===== src/rtl/pipe_hazard_scoreboard_pkg.sv =====
// Shared types for the hazard scoreboard: the in-flight entry record and
// the EX forward-select encoding.
package pipe_hazard_scoreboard_pkg;

    // The entry dst field is sized for the widest register file we build.
    // Narrower REG_AW values are zero-extended into it.
    localparam int HZ_DST_W = 8;

    typedef enum logic [1:0] {
        FWD_RF    = 2'b00,
        FWD_EXMEM = 2'b01,
        FWD_MEMWB = 2'b10
    } fwd_sel_e;

    typedef struct packed {
        logic                valid;
        logic [HZ_DST_W-1:0] dst;
        logic                load;
    } hz_entry_t;

    // The youngest producer wins: EX/MEM takes priority over MEM/WB.
    function automatic fwd_sel_e fwd_pick(input logic m0, input logic m1);
        if (m0) return FWD_EXMEM;
        if (m1) return FWD_MEMWB;
        return FWD_RF;
    endfunction

endpackage


===== src/rtl/pipe_hazard_scoreboard_if.sv =====
// ID-stage <-> hazard unit signal bundle.
// The master side is the decode stage. The slave side is the scoreboard.
interface pipe_hazard_scoreboard_if #(parameter int REG_AW = 5);
    logic              issue_valid_i;
    logic [REG_AW-1:0] src_a_i;
    logic [REG_AW-1:0] src_b_i;
    logic              use_b_i;
    logic [REG_AW-1:0] dst_i;
    logic              reg_write_i;
    logic              mem_read_i;
    logic              flush_i;
    logic              stall_o;
    logic [1:0]        fwd_a_o;
    logic [1:0]        fwd_b_o;

    modport master (
        output issue_valid_i, src_a_i, src_b_i, use_b_i, dst_i,
               reg_write_i, mem_read_i, flush_i,
        input  stall_o, fwd_a_o, fwd_b_o
    );

    modport slave (
        input  issue_valid_i, src_a_i, src_b_i, use_b_i, dst_i,
               reg_write_i, mem_read_i, flush_i,
        output stall_o, fwd_a_o, fwd_b_o
    );
endinterface


===== src/rtl/pipe_hazard_scoreboard_sat_counter.sv =====
// Saturating up-counter used for the stall and flush performance counts.
module sat_counter #(
    parameter int WIDTH = 32
) (
    input  logic             clk,
    input  logic             rst,
    input  logic             inc_i,
    output logic [WIDTH-1:0] cnt_o
);
    logic [WIDTH-1:0] cnt_q, cnt_d;

    // Increment unless already pinned at all-ones.
    always_comb begin
        cnt_d = cnt_q;
        if (inc_i && (cnt_q != {WIDTH{1'b1}})) cnt_d = cnt_q + WIDTH'(1);
    end

    // Counter register; the reset is asynchronous and active-low.
    always_ff @(posedge clk or negedge rst) begin
        if (!rst) cnt_q <= '0;
        else      cnt_q <= cnt_d;
    end

    assign cnt_o = cnt_q;
endmodule


===== src/rtl/pipe_hazard_scoreboard.sv =====
// RAW hazard scoreboard for the 5-stage pipeline.
// It tracks in-flight register writes from EX to WB. It produces a
// combinational stall for ID and registered forward selects for EX.
// It also squashes young entries on a taken-branch flush.
module pipe_hazard_scoreboard
    import pipe_hazard_scoreboard_pkg::*;
#(
    parameter int REG_AW        = 5,
    parameter int DEPTH         = 3,
    parameter bit FWD_EN        = 1'b1,
    parameter bit RF_WR_THRU    = 1'b0,
    parameter int FLUSH_ENTRIES = 1,
    parameter int CNT_W         = 32
) (
    input  logic                     clk,
    input  logic                     rst,
    pipe_hazard_scoreboard_if.slave  hz,
    output logic [CNT_W-1:0]         stall_cnt_o,
    output logic [CNT_W-1:0]         flush_cnt_o
);
    hz_entry_t [DEPTH-1:0] ent_q, ent_d;
    logic      [DEPTH-1:0] match_a, match_b, hit;
    logic [HZ_DST_W-1:0]   src_a_x, src_b_x, dst_x;
    logic                  stall, issue_go;
    fwd_sel_e              fwd_a_q, fwd_a_d, fwd_b_q, fwd_b_d;

    assign src_a_x = HZ_DST_W'(hz.src_a_i);
    assign src_b_x = HZ_DST_W'(hz.src_b_i);
    assign dst_x   = HZ_DST_W'(hz.dst_i);

    // Compare each entry against both operands. Then decide per entry
    // whether a match stalls or is left to the forwarding network.
    for (genvar k = 0; k < DEPTH; k++) begin : g_cmp
        assign match_a[k] = ent_q[k].valid && (ent_q[k].dst == src_a_x) && (src_a_x != '0);
        assign match_b[k] = hz.use_b_i && ent_q[k].valid &&
                            (ent_q[k].dst == src_b_x) && (src_b_x != '0);
        if (RF_WR_THRU && (k == DEPTH-1)) begin : g_thru
            // The regfile writes through, so a WB producer is already visible.
            assign hit[k] = 1'b0;
        end else if (FWD_EN && (k == 0)) begin : g_ex
            // Load data is not ready at the end of EX: only load-use stalls.
            assign hit[k] = (match_a[k] | match_b[k]) & ent_q[k].load;
        end else if (FWD_EN && (k == 1)) begin : g_mem
            assign hit[k] = 1'b0;
        end else begin : g_old
            assign hit[k] = match_a[k] | match_b[k];
        end
    end

    assign stall    = hz.issue_valid_i & (|hit);
    assign issue_go = hz.issue_valid_i & ~stall & ~hz.flush_i;

    // Shift the entries toward WB and load the ID instruction into EX.
    // A stall or a flush puts a bubble into EX instead, and a flush also
    // kills the youngest entries that are already in flight.
    always_comb begin
        ent_d          = '0;
        ent_d[0].valid = issue_go & hz.reg_write_i & (dst_x != '0);
        ent_d[0].dst   = dst_x;
        ent_d[0].load  = hz.mem_read_i;
        for (int k = 1; k < DEPTH; k++) begin
            ent_d[k] = ent_q[k-1];
            if (hz.flush_i && (k <= FLUSH_ENTRIES)) ent_d[k].valid = 1'b0;
        end
    end

    // Forward selects travel with the instruction into EX; bubbles carry 00.
    always_comb begin
        fwd_a_d = FWD_RF;
        fwd_b_d = FWD_RF;
        if (FWD_EN && issue_go) begin
            fwd_a_d = fwd_pick(match_a[0], match_a[1]);
            fwd_b_d = fwd_pick(match_b[0], match_b[1]);
        end
    end

    // Scoreboard and forward-select registers.
    always_ff @(posedge clk or negedge rst) begin
        if (!rst) begin
            ent_q   <= '0;
            fwd_a_q <= FWD_RF;
            fwd_b_q <= FWD_RF;
        end else begin
            ent_q   <= ent_d;
            fwd_a_q <= fwd_a_d;
            fwd_b_q <= fwd_b_d;
        end
    end

    assign hz.stall_o = stall;
    assign hz.fwd_a_o = fwd_a_q;
    assign hz.fwd_b_o = fwd_b_q;

    // A cycle that has both a stall and a flush counts only as a flush.
    sat_counter #(.WIDTH(CNT_W)) u_stall_cnt (
        .clk   (clk),
        .rst   (rst),
        .inc_i (stall & ~hz.flush_i),
        .cnt_o (stall_cnt_o)
    );

    sat_counter #(.WIDTH(CNT_W)) u_flush_cnt (
        .clk   (clk),
        .rst   (rst),
        .inc_i (hz.flush_i),
        .cnt_o (flush_cnt_o)
    );
endmodule


===== src/flat_wrapper.sv =====
// flat-port wrapper written by rule: the top's interface ports become plain ports
module pipe_hazard_scoreboard_flat import pipe_hazard_scoreboard_pkg::*;
#(
    parameter int REG_AW        = 5,
    parameter int DEPTH         = 3,
    parameter bit FWD_EN        = 1'b1,
    parameter bit RF_WR_THRU    = 1'b0,
    parameter int FLUSH_ENTRIES = 1,
    parameter int CNT_W         = 32
)
  (clk, rst, stall_cnt_o, flush_cnt_o, hz_issue_valid_i, hz_src_a_i, hz_src_b_i, hz_use_b_i, hz_dst_i, hz_reg_write_i, hz_mem_read_i, hz_flush_i, hz_stall_o, hz_fwd_a_o, hz_fwd_b_o);
  pipe_hazard_scoreboard_if #(.REG_AW(REG_AW)) hz_i ();
  input  logic clk;
  input  logic rst;
  output logic [CNT_W-1:0] stall_cnt_o;
  output logic [CNT_W-1:0] flush_cnt_o;
  input wire logic [$bits(hz_i.issue_valid_i)-1:0] hz_issue_valid_i;
  input wire logic [$bits(hz_i.src_a_i)-1:0] hz_src_a_i;
  input wire logic [$bits(hz_i.src_b_i)-1:0] hz_src_b_i;
  input wire logic [$bits(hz_i.use_b_i)-1:0] hz_use_b_i;
  input wire logic [$bits(hz_i.dst_i)-1:0] hz_dst_i;
  input wire logic [$bits(hz_i.reg_write_i)-1:0] hz_reg_write_i;
  input wire logic [$bits(hz_i.mem_read_i)-1:0] hz_mem_read_i;
  input wire logic [$bits(hz_i.flush_i)-1:0] hz_flush_i;
  output wire logic [$bits(hz_i.stall_o)-1:0] hz_stall_o;
  output wire logic [$bits(hz_i.fwd_a_o)-1:0] hz_fwd_a_o;
  output wire logic [$bits(hz_i.fwd_b_o)-1:0] hz_fwd_b_o;
  assign hz_i.issue_valid_i = hz_issue_valid_i;
  assign hz_i.src_a_i = hz_src_a_i;
  assign hz_i.src_b_i = hz_src_b_i;
  assign hz_i.use_b_i = hz_use_b_i;
  assign hz_i.dst_i = hz_dst_i;
  assign hz_i.reg_write_i = hz_reg_write_i;
  assign hz_i.mem_read_i = hz_mem_read_i;
  assign hz_i.flush_i = hz_flush_i;
  assign hz_stall_o = hz_i.stall_o;
  assign hz_fwd_a_o = hz_i.fwd_a_o;
  assign hz_fwd_b_o = hz_i.fwd_b_o;
  pipe_hazard_scoreboard #(.REG_AW(REG_AW), .DEPTH(DEPTH), .FWD_EN(FWD_EN), .RF_WR_THRU(RF_WR_THRU), .FLUSH_ENTRIES(FLUSH_ENTRIES), .CNT_W(CNT_W)) u_core (.clk(clk), .rst(rst), .hz(hz_i), .stall_cnt_o(stall_cnt_o), .flush_cnt_o(flush_cnt_o));
endmodule

===== config.mk =====
export PLATFORM = sky130hd
export DESIGN_NAME = pipe_hazard_scoreboard_flat
export DESIGN_NICKNAME = d
export VERILOG_FILES = /design/src/rtl/pipe_hazard_scoreboard_pkg.sv /design/src/rtl/pipe_hazard_scoreboard_if.sv /design/src/rtl/pipe_hazard_scoreboard_sat_counter.sv /design/src/rtl/pipe_hazard_scoreboard.sv /design/src/flat_wrapper.sv
export SDC_FILE = /design/constraint.sdc
export NUM_CORES = 1
export LEC_CHECK = 0
export CORE_ASPECT_RATIO = 1.1
export CORE_MARGIN = 5
export CORE_UTILIZATION = 55
export DETAILED_ROUTE_END_ITERATION = 10
export DONT_BUFFER_PORTS = 1
export PLACE_DENSITY = 0.72
export SLEW_MARGIN = 25
export SYNTH_ARGS = -nofsm -noshare
export SYNTH_HDL_FRONTEND = slang
export SYNTH_SLANG_ARGS = --single-unit

===== constraint.sdc =====
create_clock -name clk -period 2.9 [get_ports clk]
set_clock_uncertainty 0.1 [all_clocks]
set_input_delay 0.145 -clock clk [delete_from_list [all_inputs] [get_ports clk]]
set_output_delay 0.145 -clock clk [all_outputs]
set_load 0.1 [all_outputs]

Word-level counts from Yosys, hierarchy flattened
Cells that the tools add are included.

Reduce and logical (&&, ||, !) cells: 21. Add/subtract/negate cells: 2. Equality and inequality tests: 8. Shifts and indexed selects: 0. Multiplexer cells: 21. Bitwise operators: 11. Divide/modulo/power cells: 0. Multipliers: 0. Magnitude comparators: 0.

Operators by type and width (count): $add A32 B1 Y32 const B (2); $ne A32 B32 Y1 const B (2); $eq A5 B5 Y1 (6); $reduce_bool A8 Y1 (3); $mux W2 (10); $logic_and A1 B1 Y1 (17); $mux W1 (11); $and A1 B1 Y1 (7); $not A1 Y1 (2); $or A1 B1 Y1 (2); $reduce_or A2 Y1 (1).

Output and inout port bits: 69. Input port bits: 22. Memory bits (read-only): 0. Bits in registers: 87. Bits in writable memories: 0. Memories: 0. Word-level logic and storage cells: 74. Bits in latches: 0.

Longest topological paths before layout
Word-level depth: 16. Depth in mapped cells: 9. Depth with buffers taken out: 8.

Modules after synthesis
From an unflattened synthesis, not the netlist that was laid out.

Cells, all modules: 390. Area total of the unflattened synthesis: 4317.9 µm².

Modules (own cells, without submodules): sat_counter (cells each 151, instances 2, seq. area each 800.8 µm², area an instance 1624.1 µm²); pipe_hazard_scoreboard (cells each 88, instances 1, seq. area each 575.6 µm², area an instance 1069.8 µm²).

Worst setup path after synthesis
Ideal clock, no wire load.

Path type: register to register. Start: register u_core.u_stall_cnt.cnt_q[0], in the netlist u_core.u_stall_cnt.cnt_o[0]. End: register u_core.u_stall_cnt.cnt_q[8], in the netlist u_core.u_stall_cnt.cnt_o[8]. Path buffers: 1. Data arrival time: 2.705 ns. Setup slack: -0.063 ns. Period minus slack after synthesis: 2.963 ns. Data required time: 2.642 ns. Stages on the path, launching flop included: 10. Cells stage by stage: dfrtp_1 -> ha_1 -> inv_1 -> nor4_4 -> nand3_1 -> nor4_2 -> buf_4 -> nor2_1 -> nand4_1 -> xnor2_1.

Longest elaborated chain between the ends: 2. Elaborated cells on any way between the ends: 3. Classes of those cells: add/sub: 1; eq/ne: 1; reduce/logical: 1.

RTL lines: start: declaration (RTL line pipe_hazard_scoreboard_sat_counter.sv:10) `logic [WIDTH-1:0] cnt_q, cnt_d;`; start signal: assignment (RTL line pipe_hazard_scoreboard_sat_counter.sv:21) `else cnt_q <= cnt_d;`; branches (longest 2 deep; another with $add A32 B1 Y32).

Several ways; the timed one is not identified. A chain may end at the register's enable or synchronous reset.

Worst setup path in the final report
Start: register u_core.ent_q (netlist bit u_core.ent_d[14]). End: output port hz_stall_o.

Longest elaborated chain between the ends: 7. Elaborated cells on any way between the ends: 10. Classes of those cells: eq/ne: 2; bitwise: 3; reduce/logical: 5.

RTL lines: start: declaration (RTL line pipe_hazard_scoreboard.sv:21) `hz_entry_t [DEPTH-1:0] ent_q, ent_d;`; start signal: assignment (RTL line pipe_hazard_scoreboard.sv:84) `ent_q <= ent_d;`; $eq A5 B5 Y1, on equally long branches (RTL line pipe_hazard_scoreboard.sv:34, pipe_hazard_scoreboard.sv:36); $logic_and A1 B1 Y1, on equally long branches (RTL line pipe_hazard_scoreboard.sv:34, pipe_hazard_scoreboard.sv:35); $logic_and A1 B1 Y1, on equally long branches (RTL line pipe_hazard_scoreboard.sv:34, pipe_hazard_scoreboard.sv:36); $or A1 B1 Y1 * (RTL line pipe_hazard_scoreboard.sv:42) `assign hit[k] = (match_a[k] | match_b[k]) & ent_q[k].load;`; $and A1 B1 Y1 * (RTL line pipe_hazard_scoreboard.sv:42); $reduce_or A2 Y1 * (RTL line pipe_hazard_scoreboard.sv:50) `assign stall = hz.issue_valid_i & (|hit);`; $and A1 B1 Y1 * (RTL line pipe_hazard_scoreboard.sv:50); end: declaration (RTL line flat_wrapper.sv:25) `output wire logic [$bits(hz_i.stall_o)-1:0] hz_stall_o;`.

Every way passes the cells marked *; elsewhere a longest branch is shown, timed or not.

==> qor.csv <==
metric;value;unit
drt.antenna.violating_nets;0;
ir_drop;699;uV
diodes;0;
synth_top_area_share;0.526;
setup_slack;0.141;ns
syn2layout_area_growth;24.1;%
track_usage;0.219;
power_frac_seq;0.442;
clock-root-buffer;clkbuf_8;
cts_made_buffers;9;
final_util;0.695;
switching_share;0.327;
start_util;0.560;
gp_congestion;0.850;
cp_data_required_time;2.65;ns
timing.fmax;362;MHz
drt_pass1_iterations;4;
crit_type;flip-flop to output pin;
cp_max_fo;6;
ys_seq_elements;87;
routed_wl;9590;um
max_slew_margin;0.419;
wl_per_cell;17.5;um
crit_start;u_core.ent_d[14];
min_path_type;input pin to flip-flop;
finalHoldViolCount;0;
maxSlewViolCount;0;
grt_pass1_wl;16100;um
syn_area;4140;um2
clkTransAtPathRegs;0.08;ns
synth_warnings;0;
crit_path_end_kind;output pin;
die_x;92.7;um
cts_tree;yes;
syn_nets;393;
drive_gt1_frac;0.252;
drc;0;
fin_total_pwr;2980;uW
min_period;2.76;ns
place_ws;0.376;ns
core-area;7390;um2
status;finished clean;
clkLatencyLatePin;0.35;ns
die-area;9360;um2
setup_viol;0;
ys_types;41;
power_frac_clock;0.326;
yosysTopAreaCell;dfrtp_1;
dp_hpwl;6890;um
maxCapViolations;0;
p_per_area;580;nW/um2
synthTopCellsByArea;dfrtp_1 (53%), xnor2_1 (11%), xor2_1 (8.0%);
worstMarginPinSlew;0.872;ns
ys_seq_area_frac;0.526;
final_nets;481;
htreeDepth;3;
hp-start;hz_flush_i;
syn_avg_cell_area;11.2;um2
via_per_inst;5.71;
die_h;101;um
cts_sinks;87;
grt_pass1_vias;3304;
cts.path.max_buffers;2;
rows;33;
combPwrFrac;0.232;
vias;3128;
worstSetupStartpointType;flip-flop;
period_share;0.951;
rr_startpoint;u_core.ent_d[14];
grt_max_degree;88;
switchingPower;974;uW
final_common_cell;dfrtp_1;
drt_iter0_drc;124;
overflow;0;
p_leak;0.00236;uW
p_int;2010;uW
cp.arrival;2.51;ns
antenna_found_initial;0;
final_cell_mix;dfrtp_1 (76), buf_4 (71), xnor2_1 (51);
io_buffers;0;
syn_inst;369;
pin_count;91;
-- synth_stat cells, drive strengths merged --
| cell | number |
|---|---|
| nor4b | 2 |
| nor4 | 11 |
| and2 | 6 |
| nand4 | 20 |
| clkbuf | 2 |
| nand3 | 31 |
| xnor2 | 52 |
| or3 | 3 |
| nand2 | 28 |
| ha | 2 |
| dfrtp | 87 |
| a21oi | 1 |
| a211oi | 1 |
| o211ai | 1 |
| inv | 5 |
| or4 | 6 |
| or2 | 2 |
| o21ai | 1 |
| and3 | 11 |
| buf | 4 |
| nor3b | 1 |
| nand4b | 2 |
| nor2b | 2 |
| nor2 | 21 |
| nand2b | 2 |
| o31ai | 1 |
| and4 | 9 |
| nor3 | 12 |
| xor2 | 38 |
| o311a | 1 |
| mux2 | 4 |
-- flip-flops by register name (all words and copies together), names as in the netlist --
name                      flops
u_core.u_flush_cnt.cnt_o     32
u_core.ent_q                  7
u_core.ent_d                 12
u_core.u_stall_cnt.cnt_o     32
u_core.hz.fwd_a_o             2
u_core.hz.fwd_b_o             2
-- per-layer routing --
metal,global-route usage,vias to the layer above,share of wire
li1,-,1465,-
met5,0,-,0
met1,0.260,1555,0.40
met3,0.0777,20,0.063
met4,0.0812,0,0.021
met2,0.368,88,0.51
-- kinds of logic (layout without fill, tap and decap cells) --
kind of cell,count (synthesis),after routing,share of synthesized area
adder cells (fa/ha/maj),2,2,0.00604
AND/OR/NAND/NOR,169,169,0.237
AO/OA/AOI/OAI,6,6,0.0148
XOR/XNOR,90,90,0.190
flip-flops,87,87,0.526
multiplexers,4,4,0.0109
buffers and inverters,11,103,0.0148
-- area by class of cell --
class / instances / area [um2]
clock buffers: 11 / 131
clock inverters: 4 / 95.1
fillers: 564 / 2250
inverters: 5 / 18.8
multi-input cells: 271 / 1910
flip-flops and latches: 87 / 2190
well taps: 87 / 109
repair buffers: 83 / 681
-- repair_timing --
item / 4_1_cts / 5_1_grt
hold buffers: 11 / 0
gates resized for setup: 0 / 6
setup buffers: 0 / 2
setup endpoints to repair: 0 / 1
hold endpoints to repair: 100 / 0
-- metrics by stage --
stage | instances | hold WS [ns] | TNS (ns) | cell area [um2]
final | 548 | 0.0440 | 0 | 5140
after global routing | 548 | 0.0531 | -0.0289 | 5140
after global placement | 520 | -0.248 | 0 | 4750
after detailed placement | 520 | -0.248 | 0 | 4750
after floorplan | 369 | -0.251 | 0 | 4150
after CTS | 546 | 0.0194 | 0 | 5100
-- power by group through the flow --
stage / clock (uW) / combinational [uW] / sequential, uW
detailed placement: 0 / 652 / 1340
floorplan: 0 / 129 / 1730
global route: 1050 / 731 / 1330
CTS: 987 / 694 / 1320
finish: 972 / 692 / 1320
global placement: 0 / 641 / 1340
-- worst max-delay path, stage by stage, from the launching register on --
cell and delay (ns):
dfrtp_1 0.41, xor2_1 0.18, nor4_1 0.30, nand4b_1 0.25
and2_4 0.23, o211ai_1 0.37, and2_4 0.25, buf_12 0.17
-- path summary, 6_finish.rpt --
| check | endpoint | slack [ns] | depth (start not counted) |
|---|---|---|---|
| min in group asynchronous | u_core.u_flush_cnt.cnt_o[11] | 0.27 | 2 |
| max in group asynchronous | u_core.u_stall_cnt.cnt_o[6] | 2.09 | 2 |
| worst max register to register | u_core.u_stall_cnt.cnt_o[16] | 0.34 | 8 |
| worst min-delay path | u_core.hz.fwd_b_o[0] | 0.04 | 2 |
| worst max-delay path | hz_stall_o | 0.14 | 7 |
| worst min register to register | u_core.ent_q[29] | 0.30 | 0 |
(Power assumes the default switching activity.)
